[src/rtl/spi_pkg.sv]
// Shared definitions for the SPI slave datapath: frame states, SPI mode
// constants shared with the SCLK edge detector, and counter sizing.
package spi_pkg;

  typedef enum logic {
    ST_IDLE   = 1'b0,
    ST_ACTIVE = 1'b1
  } frame_state_t;

  localparam logic CPOL_IDLE_LOW     = 1'b0;
  localparam logic CPOL_IDLE_HIGH    = 1'b1;
  localparam logic CPHA_LEAD_SAMPLE  = 1'b0;
  localparam logic CPHA_TRAIL_SAMPLE = 1'b1;

  // A one-bit counter is still needed for the smallest legal word length.
  function automatic int bit_cnt_width(input int data_w);
    return (data_w <= 2) ? 1 : $clog2(data_w);
  endfunction

endpackage

[src/rtl/spi_tx_buffer.sv]
// One-entry transmit holding buffer with a ready/valid write port and
// underrun detection on every load request from the frame controller.
module spi_tx_buffer
  import spi_pkg::*;
#(
  parameter int DATA_W = 8
) (
  input  logic              clk,
  input  logic              rst_n,
  input  logic [DATA_W-1:0] tx_data,
  input  logic              tx_valid,
  output logic              tx_ready,
  input  logic              load,
  output logic [DATA_W-1:0] load_word,
  output logic              tx_underrun
);

  logic [DATA_W-1:0] buf_data;
  logic              buf_full;
  logic              wr_en;

  assign wr_en     = tx_valid && !buf_full;
  assign tx_ready  = !buf_full;
  assign load_word = buf_full ? buf_data : '0;

  // A write is only accepted while empty, so it can never collide with a
  // load that drains a full buffer; a load on an empty buffer underruns.
  always_ff @(posedge clk or negedge rst_n) begin
    if (!rst_n) begin
      buf_data    <= '0;
      buf_full    <= 1'b0;
      tx_underrun <= 1'b0;
    end else begin
      tx_underrun <= load && !buf_full;
      if (wr_en) begin
        buf_data <= tx_data;
        buf_full <= 1'b1;
      end else if (load) begin
        buf_full <= 1'b0;
      end
    end
  end

endmodule

[src/rtl/spi_slave_frame_ctrl.sv]
// SPI slave frame controller: sequences a full-duplex frame from the edge
// detector strobes, deserializes MOSI and serializes buffered words to MISO.
module spi_slave_frame_ctrl
  import spi_pkg::*;
#(
  parameter int DATA_W    = 8,
  parameter int CPHA      = 1,
  parameter int MSB_FIRST = 1
) (
  input  logic              clk,
  input  logic              rst_n,
  input  logic              cs_n,
  input  logic              sampl_en,
  input  logic              shift_en,
  input  logic              mosi,
  output logic              miso,
  output logic              miso_oe,
  input  logic [DATA_W-1:0] tx_data,
  input  logic              tx_valid,
  output logic              tx_ready,
  output logic [DATA_W-1:0] rx_data,
  output logic              rx_valid,
  output logic              tx_underrun,
  output logic              frame_start,
  output logic              frame_end,
  output logic              frame_abort
);

  localparam int              CNT_W         = bit_cnt_width(DATA_W);
  localparam logic [CNT_W-1:0] LAST_BIT     = CNT_W'(DATA_W - 1);
  localparam bit              LOAD_ON_START = (CPHA == int'(CPHA_LEAD_SAMPLE));

  frame_state_t      state, state_nxt;
  logic              entering, leaving, active;
  logic [CNT_W-1:0]  bit_cnt, bit_cnt_inc, cnt_after_sample;
  logic [DATA_W-1:0] rx_sr, rx_shifted;
  logic [DATA_W-1:0] tx_sr, tx_shifted, load_word;
  logic              sample, word_done, tx_step, load, shift;
  logic              first_bit, next_bit;

  always_comb begin
    state_nxt = state;
    entering  = 1'b0;
    leaving   = 1'b0;
    case (state)
      ST_IDLE: begin
        if (!cs_n) begin
          state_nxt = ST_ACTIVE;
          entering  = 1'b1;
        end
      end
      ST_ACTIVE: begin
        if (cs_n) begin
          state_nxt = ST_IDLE;
          leaving   = 1'b1;
        end
      end
      default: state_nxt = ST_IDLE;
    endcase
  end

  always_ff @(posedge clk or negedge rst_n) begin
    if (!rst_n) state <= ST_IDLE;
    else        state <= state_nxt;
  end

  assign active  = (state == ST_ACTIVE);
  assign miso_oe = active;

  // The shift strobe sees the counter as already advanced by a coincident
  // sample, so word boundaries are judged on the post-sample count.
  always_comb begin
    sample           = active && sampl_en;
    word_done        = sample && (bit_cnt == LAST_BIT);
    bit_cnt_inc      = word_done ? '0 : bit_cnt + 1'b1;
    cnt_after_sample = sample ? bit_cnt_inc : bit_cnt;
    tx_step          = active && shift_en;
    load             = (LOAD_ON_START && frame_start && active) ||
                       (tx_step && (cnt_after_sample == '0));
    shift            = tx_step && (cnt_after_sample != '0);
    if (MSB_FIRST != 0) begin
      rx_shifted = {rx_sr[DATA_W-2:0], mosi};
      tx_shifted = {tx_sr[DATA_W-2:0], 1'b0};
      first_bit  = load_word[DATA_W-1];
      next_bit   = tx_sr[DATA_W-2];
    end else begin
      rx_shifted = {mosi, rx_sr[DATA_W-1:1]};
      tx_shifted = {1'b0, tx_sr[DATA_W-1:1]};
      first_bit  = load_word[0];
      next_bit   = tx_sr[1];
    end
  end

  // Leaving a frame discards any partial word, but the last complete word
  // stays visible in rx_data.
  always_ff @(posedge clk or negedge rst_n) begin
    if (!rst_n) begin
      bit_cnt  <= '0;
      rx_sr    <= '0;
      rx_data  <= '0;
      rx_valid <= 1'b0;
    end else begin
      rx_valid <= word_done;
      if (word_done) rx_data <= rx_shifted;
      if (leaving) begin
        bit_cnt <= '0;
        rx_sr   <= '0;
      end else if (sample) begin
        bit_cnt <= bit_cnt_inc;
        rx_sr   <= rx_shifted;
      end
    end
  end

  always_ff @(posedge clk or negedge rst_n) begin
    if (!rst_n) begin
      frame_start <= 1'b0;
      frame_end   <= 1'b0;
      frame_abort <= 1'b0;
    end else begin
      frame_start <= entering;
      frame_end   <= leaving;
      frame_abort <= leaving && (bit_cnt != '0);
    end
  end

  always_ff @(posedge clk or negedge rst_n) begin
    if (!rst_n) begin
      tx_sr <= '0;
      miso  <= 1'b0;
    end else if (load) begin
      tx_sr <= load_word;
      miso  <= first_bit;
    end else if (shift) begin
      tx_sr <= tx_shifted;
      miso  <= next_bit;
    end
  end

  spi_tx_buffer #(
    .DATA_W (DATA_W)
  ) u_tx_buffer (
    .clk         (clk),
    .rst_n       (rst_n),
    .tx_data     (tx_data),
    .tx_valid    (tx_valid),
    .tx_ready    (tx_ready),
    .load        (load),
    .load_word   (load_word),
    .tx_underrun (tx_underrun)
  );

endmodule

[config.mk]
export PLATFORM = sky130hd
export DESIGN_NAME = spi_slave_frame_ctrl
export DESIGN_NICKNAME = d
export VERILOG_FILES = /design/src/rtl/spi_pkg.sv /design/src/rtl/spi_tx_buffer.sv /design/src/rtl/spi_slave_frame_ctrl.sv
export SDC_FILE = /design/constraint.sdc
export NUM_CORES = 1
export LEC_CHECK = 0
export ABC_AREA = 1
export ABC_CLOCK_PERIOD_IN_PS = 2800
export BUFFER_PORTS_ARGS = -buffer_cell sky130_fd_sc_hd__buf_2
export CORE_ASPECT_RATIO = 1.4
export CORE_MARGIN = 2
export CORE_UTILIZATION = 35
export DETAILED_ROUTE_END_ITERATION = 16
export PLACE_DENSITY = 0.55
export SLEW_MARGIN = 40
export SYNTH_ARGS = -nofsm -noshare
export SYNTH_HDL_FRONTEND = slang
export SYNTH_SLANG_ARGS = --single-unit
[constraint.sdc]
create_clock -name clk -period 2.8 [get_ports clk]
set_clock_uncertainty 0.1 [all_clocks]
set_input_delay 0.14 -clock clk [delete_from_list [all_inputs] [get_ports clk]]
set_output_delay 0.14 -clock clk [all_outputs]
set_load 0.01 [all_outputs]
=== Word-level counts from Yosys, hierarchy flattened ===
Cells that the tools add are included.
Widths: inputs -> output; s select.

* Latch bits: 0
* Logic and storage cells: 46
* Memory bits (writable): 0
* Register bits after elaboration: 41
* Output and inout port bits: 16
* Memories kept: 0
* Bits in read-only memories: 0

* Order comparisons: 0
* Bitwise operators: 0
* Shift operators: 0
* Add/sub/neg operators: 1
* Reductions and logical operators: 15
* Equality and inequality tests: 1
* Divide/modulo/power cells: 0
* Multipliers: 0
* Mux-type cells: 16

{| class="wikitable"
|+ Operators by type and width
! kind !! number
|-
| $mux 7 || 4
|-
| $mux 3 || 3
|-
| $logic_and 1x1->1 || 8
|-
| $mux 1 || 8
|-
| $mux 8 || 1
|-
| $reduce_bool 2->1 || 3
|-
| $reduce_bool 3->1 || 2
|-
| $add 3x1->3 const B || 1
|-
| $eq 3x3->1 const B || 1
|-
| $logic_not 3->1 || 1
|-
| $logic_not 1->1 || 1
|}

=== Longest topological paths before layout ===
* Depth after elaboration: 8
* Depth in mapped cells: 10
* Depth with buffers taken out: 10

=== Cells and area by module ===
Synthesis repeated with hierarchy kept, for this count alone.

* Cells, all modules: 208
* Area, all modules: 1853.0 µm²

{| class="wikitable"
|+ By module, submodules not included
! module !! area each (µm²) !! sequential area each (µm²) !! instances !! cells an instance
|-
| spi_slave_frame_ctrl || 1370.1 || 775.7 || 1 || 150
|-
| spi_tx_buffer || 483.0 || 250.2 || 1 || 58
|}

=== Least setup slack after synthesis ===
Ideal clock, no wire load.

* Path kind: reg-to-reg
* Start point: register bit_cnt[0]
* End point: register miso
* Setup slack: 1.245 ns
* Library setup time: 0.118 ns
* Stages on the path, launching flop included: 10
* Data required time: 2.582 ns
* Arrival: 1.337 ns
* Path through: dfrtp_1 -> ha_1 -> ha_1 -> nand2_1 -> nand2_1 -> nand2_2 -> nand3_4 -> nand2_1 -> nand3_1 -> nand2_1

* Word-level cells in the longest chain between the ends: 7

{| class="wikitable"
|+ Ends and longest elaborated chain
! what !! line !! text
|-
| start, declared || spi_slave_frame_ctrl.sv:35 || <nowiki>logic [CNT_W-1:0] bit_cnt, bit_cnt_inc, cnt_after_sample;</nowiki>
|-
| start signal, assigned || spi_slave_frame_ctrl.sv:109 || <nowiki>bit_cnt <= bit_cnt_inc;</nowiki>
|-
| parallel branches: the longest is 3 deep, another holds $add 3x1->3 || - ||
|-
| $mux 3 (*) || - ||
|-
| $logic_not 3->1 / $reduce_bool 3->1 (equally long branches) || spi_slave_frame_ctrl.sv:79, spi_slave_frame_ctrl.sv:80 ||
|-
| $logic_and 1x1->1, on equally long branches || spi_slave_frame_ctrl.sv:79, spi_slave_frame_ctrl.sv:80 ||
|-
| $mux 1 / $reduce_bool 2->1 (equally long branches) || - ||
|-
| end signal, assigned || spi_slave_frame_ctrl.sv:133 || <nowiki>miso <= first_bit;</nowiki>
|-
| end signal, assigned || spi_slave_frame_ctrl.sv:136 || <nowiki>miso <= next_bit;</nowiki>
|-
| end, declared || spi_slave_frame_ctrl.sv:16 || <nowiki>output logic miso,</nowiki>
|}

Mark *: on every way between the ends.
A chain may end at the register's enable or synchronous reset.

=== Worst setup path in the final report ===
* Start point: register bit_cnt[0]
* End point: register tx_sr[2]

* Word-level cells in the longest chain between the ends: 7

{| class="wikitable"
|+ Ends and longest elaborated chain
! what !! line !! text
|-
| parallel branches: the longest is 3 deep, another holds $add 3x1->3 || - ||
|-
| $mux 3 (*) || - ||
|-
| $logic_not 3->1 / $reduce_bool 3->1 (equally long branches) || spi_slave_frame_ctrl.sv:79, spi_slave_frame_ctrl.sv:80 ||
|-
| $logic_and 1x1->1, on equally long branches || spi_slave_frame_ctrl.sv:79, spi_slave_frame_ctrl.sv:80 ||
|-
| $mux 7 / $reduce_bool 2->1 (equally long branches) || - ||
|-
| end signal, assigned || spi_slave_frame_ctrl.sv:132 || <nowiki>tx_sr <= load_word;</nowiki>
|-
| end signal, assigned || spi_slave_frame_ctrl.sv:135 || <nowiki>tx_sr <= tx_shifted;</nowiki>
|-
| end, declared || spi_slave_frame_ctrl.sv:37 || <nowiki>logic [DATA_W-1:0] tx_sr, tx_shifted, load_word;</nowiki>
|}

Marks and branches as above.

==> flow_metrics.tcl <==
set metrics [dict create \
    status "completed" \
    wl_met1_um 1380 \
    path_max_fanout 10 \
    yosysTopAreaCellShare 0.591 \
    wl_met3_um 142 \
    design_area_um2 2170 \
    drtPass1Iterations 4 \
    clock_sinks 41 \
    cts_resized 0 \
    drt_iter0_markers 33 \
    critPathBufInv 0 \
    dpl_cell_area_um2 1950 \
    p_leak_uw 0.00114 \
    diodes 0 \
    postRouteAntennaNets 0 \
    grt_max_degree 42 \
    rsz0062_at_grt "false" \
    area_growth_pct 25.0 \
    grt_overflow 0 \
    final-setup-viol-count 0 \
    top_layer_used "met4" \
    crit_required_ns 2.93 \
    drive_gt1_frac 0.242 \
    num_rows 30 \
    syn_avg_cell_area_um2 10.0 \
    coreArea_um2 4800 \
    synth_nets 191 \
    hp-class "in -> reg" \
    min_period_ns 1.70 \
    setup_tns_ns 0 \
    clk_latency_ns 0.29 \
    io_pins 31 \
    synthTopCellsByArea "dfrtp_1 59%, nand2_1 10%, inv_1 5.4%, mux2_2 5.2%, o22ai_1 2.9%" \
    worst_slew_pin_slew_ns 0.521 \
    hold_start "mosi" \
    start_util 0.361 \
    rr_startpoint "bit_cnt[0]$_DFF_PN0_" \
    crit_top_cell "nand2_1" \
    worstSetupPathType "reg -> reg" \
    yosysUniqueCellTypes 18 \
    max_freq_ghz 0.590 \
    place.gp.congestion 0.775 \
    worst_path_max_delay_cell "dfrtp_1" \
    slew_viol_final 0 \
    ctsLongestPathBuffers 2 \
    hpwl_um 2120 \
    cp-startpoint "bit_cnt[0]$_DFF_PN0_" \
    cts-buffers-inserted 5 \
    drc 0 \
    grt_pass1_wl_um 5330 \
    io_buffer_count 30 \
    vias 1289 \
    dp.cells 265 \
    die-area_um2 5550 \
    power_uw 1580 \
    worstPathCellList "ha_1 > ha_1 > nand2_1 > nand2_1 > nand2_2 > nand3_4 > nand2_1 > nand3_1 > nand2_1" \
    drv_cap 0 \
    fp.dieW_um 63.5 \
    cp-start-kind "flip-flop" \
    hold_viol 0 \
    cts_tree "done" \
    syn_inst 173 \
    ys_ff_latch 41 \
    powerDensity_nw_per_um2 731 \
    cts_root_buf "clkbuf_8" \
    stdcell_count 283 \
    cp_top_family "simple AND/OR/NAND/NOR gates" \
    crit_path_end_kind "flip-flop" \
    yosys.area.top_type "dfrtp_1" \
    netlist_area_um2 1740 \
    synth_seq_area_share 0.591 \
    clk_pin_slew_ns 0.08 \
    gr-usage-all-layers 0.126 \
    antenna_found_initial 0 \
    wl_met2_um 1470 \
    critPathMaxStageDelay_ns 0.40 \
    slew_headroom 0.653 \
    vias_per_cell 4.55 \
    peakVddDrop_v 0.000408 \
    wl_um 3060 \
    wire_per_inst_um 10.8 \
    die_h_um 87.3 \
    yosysWarnings 0 \
    arrival_ns 1.83 \
    fin_nets 236 \
    grt_pass1_vias 1208 \
    cts.htree.levels 2 \
    post-route-period-util 0.606 \
]
==> stage by stage <==
stage	utilization	setup WS [ns]	hold slack (ns)
6_report	0.452	1.10	0.0408
5_1_grt	0.452	0.967	0.0506
4_1_cts	0.452	1.09	0.0399
3_5_place_dp	0.407	1.11	0.0554
3_3_place_gp	0.406	1.14	0.226
2_1_floorplan	-	1.24	-0.256
==> kinds of logic after synthesis <==
group / share of synthesized area
mux: 0.0519
buf+inv: 0.0627
fa+ha+maj: 0.0216
compound gates: 0.0671
simple gates: 0.205
flops: 0.591
==> where the power goes <==
| part | switching [µW] | internal (µW) |
|---|---|---|
| Sequential | 72.8 | 708 |
| Clock | 195 | 291 |
| Combinational | 166 | 152 |
| Total | 434 | 1150 |
==> synthesized netlist by cell type (all sizes together) <==
library cell  count
nand2            52
dfrtp            41
inv              25
nand3             9
o21ai             9
mux2              8
o22ai             8
nand4             7
nor2              7
ha                3
a21oi             2
buf               1
clkbuf            1
==> worst reg2reg max path, stage by stage (launching register included) <==
cell and delay [ns]:
dfrtp_1 0.40, ha_1 0.21, ha_1 0.26, nand2_1 0.06, nand2_1 0.06, nand2_2 0.16
nand3_4 0.16, nand2_1 0.09, nand3_1 0.07, nand2_1 0.07
==> final cells by class <==
cell class / count / area (µm²)
multi-input cells: 105 / 601
clock inverters: 1 / 30.0
clock buffers: 7 / 86.3
flip-flops and latches: 41 / 1030
fillers: 508 / 2640
repair buffers: 40 / 253
well taps: 64 / 80.1
inverters: 25 / 93.8
==> layout by cell type, fill, tap and decap left out, types with 6 or more instances in the layout <==
cell type	count
nand2_1	47
buf_2	29
dfrtp_1	41
dlygate4sd3_1	10
nand4_1	7
clkbuf_8	6
nand3_1	8
nor2_1	6
o21ai_0	8
inv_1	25
mux2_2	8
o22ai_1	8
==> layer usage <==
metal / global-route usage / vias up
met3: 0.0388 / 6
met4: 0.0593 / 0
met5: 0 / -
met1: 0.142 / 605
met2: 0.216 / 33
li1: - / 645
==> worst paths after layout <==
path	end	slack, ns	depth (start not counted)
setup / recovery	tx_sr[2]$_DFFE_PN0P_	1.10	9
hold / removal	rx_sr[0]$_DFFE_PN0P_	0.04	3
setup reg to reg	tx_sr[2]$_DFFE_PN0P_	1.10	9
hold reg to reg	rx_data[1]$_DFFE_PN0P_	0.38	2
max in group asynchronous	u_tx_buffer.buf_full$_DFFE_PN0P_	1.97	2
min in group asynchronous	rx_data[0]$_DFFE_PN0P_	0.27	2
==> sequential cells by signal, indices dropped and copies added, names as in the netlist <==
signal                   flops
miso_oe                      1
rx_data                      8
rx_valid                     1
frame_start                  1
u_tx_buffer.buf_data         8
frame_end                    1
bit_cnt                      3
frame_abort                  1
tx_sr                        7
u_tx_buffer.tx_underrun      1
miso                         1
u_tx_buffer.buf_full         1
rx_sr                        7
==> repair_timing <==
item | CTS | global route
buffers inserted | 0 | 0
hold buffers | 10 | 0
hold endpoints to repair | 51 | 0
No activity file was read; power rests on OpenSTA's default activity.
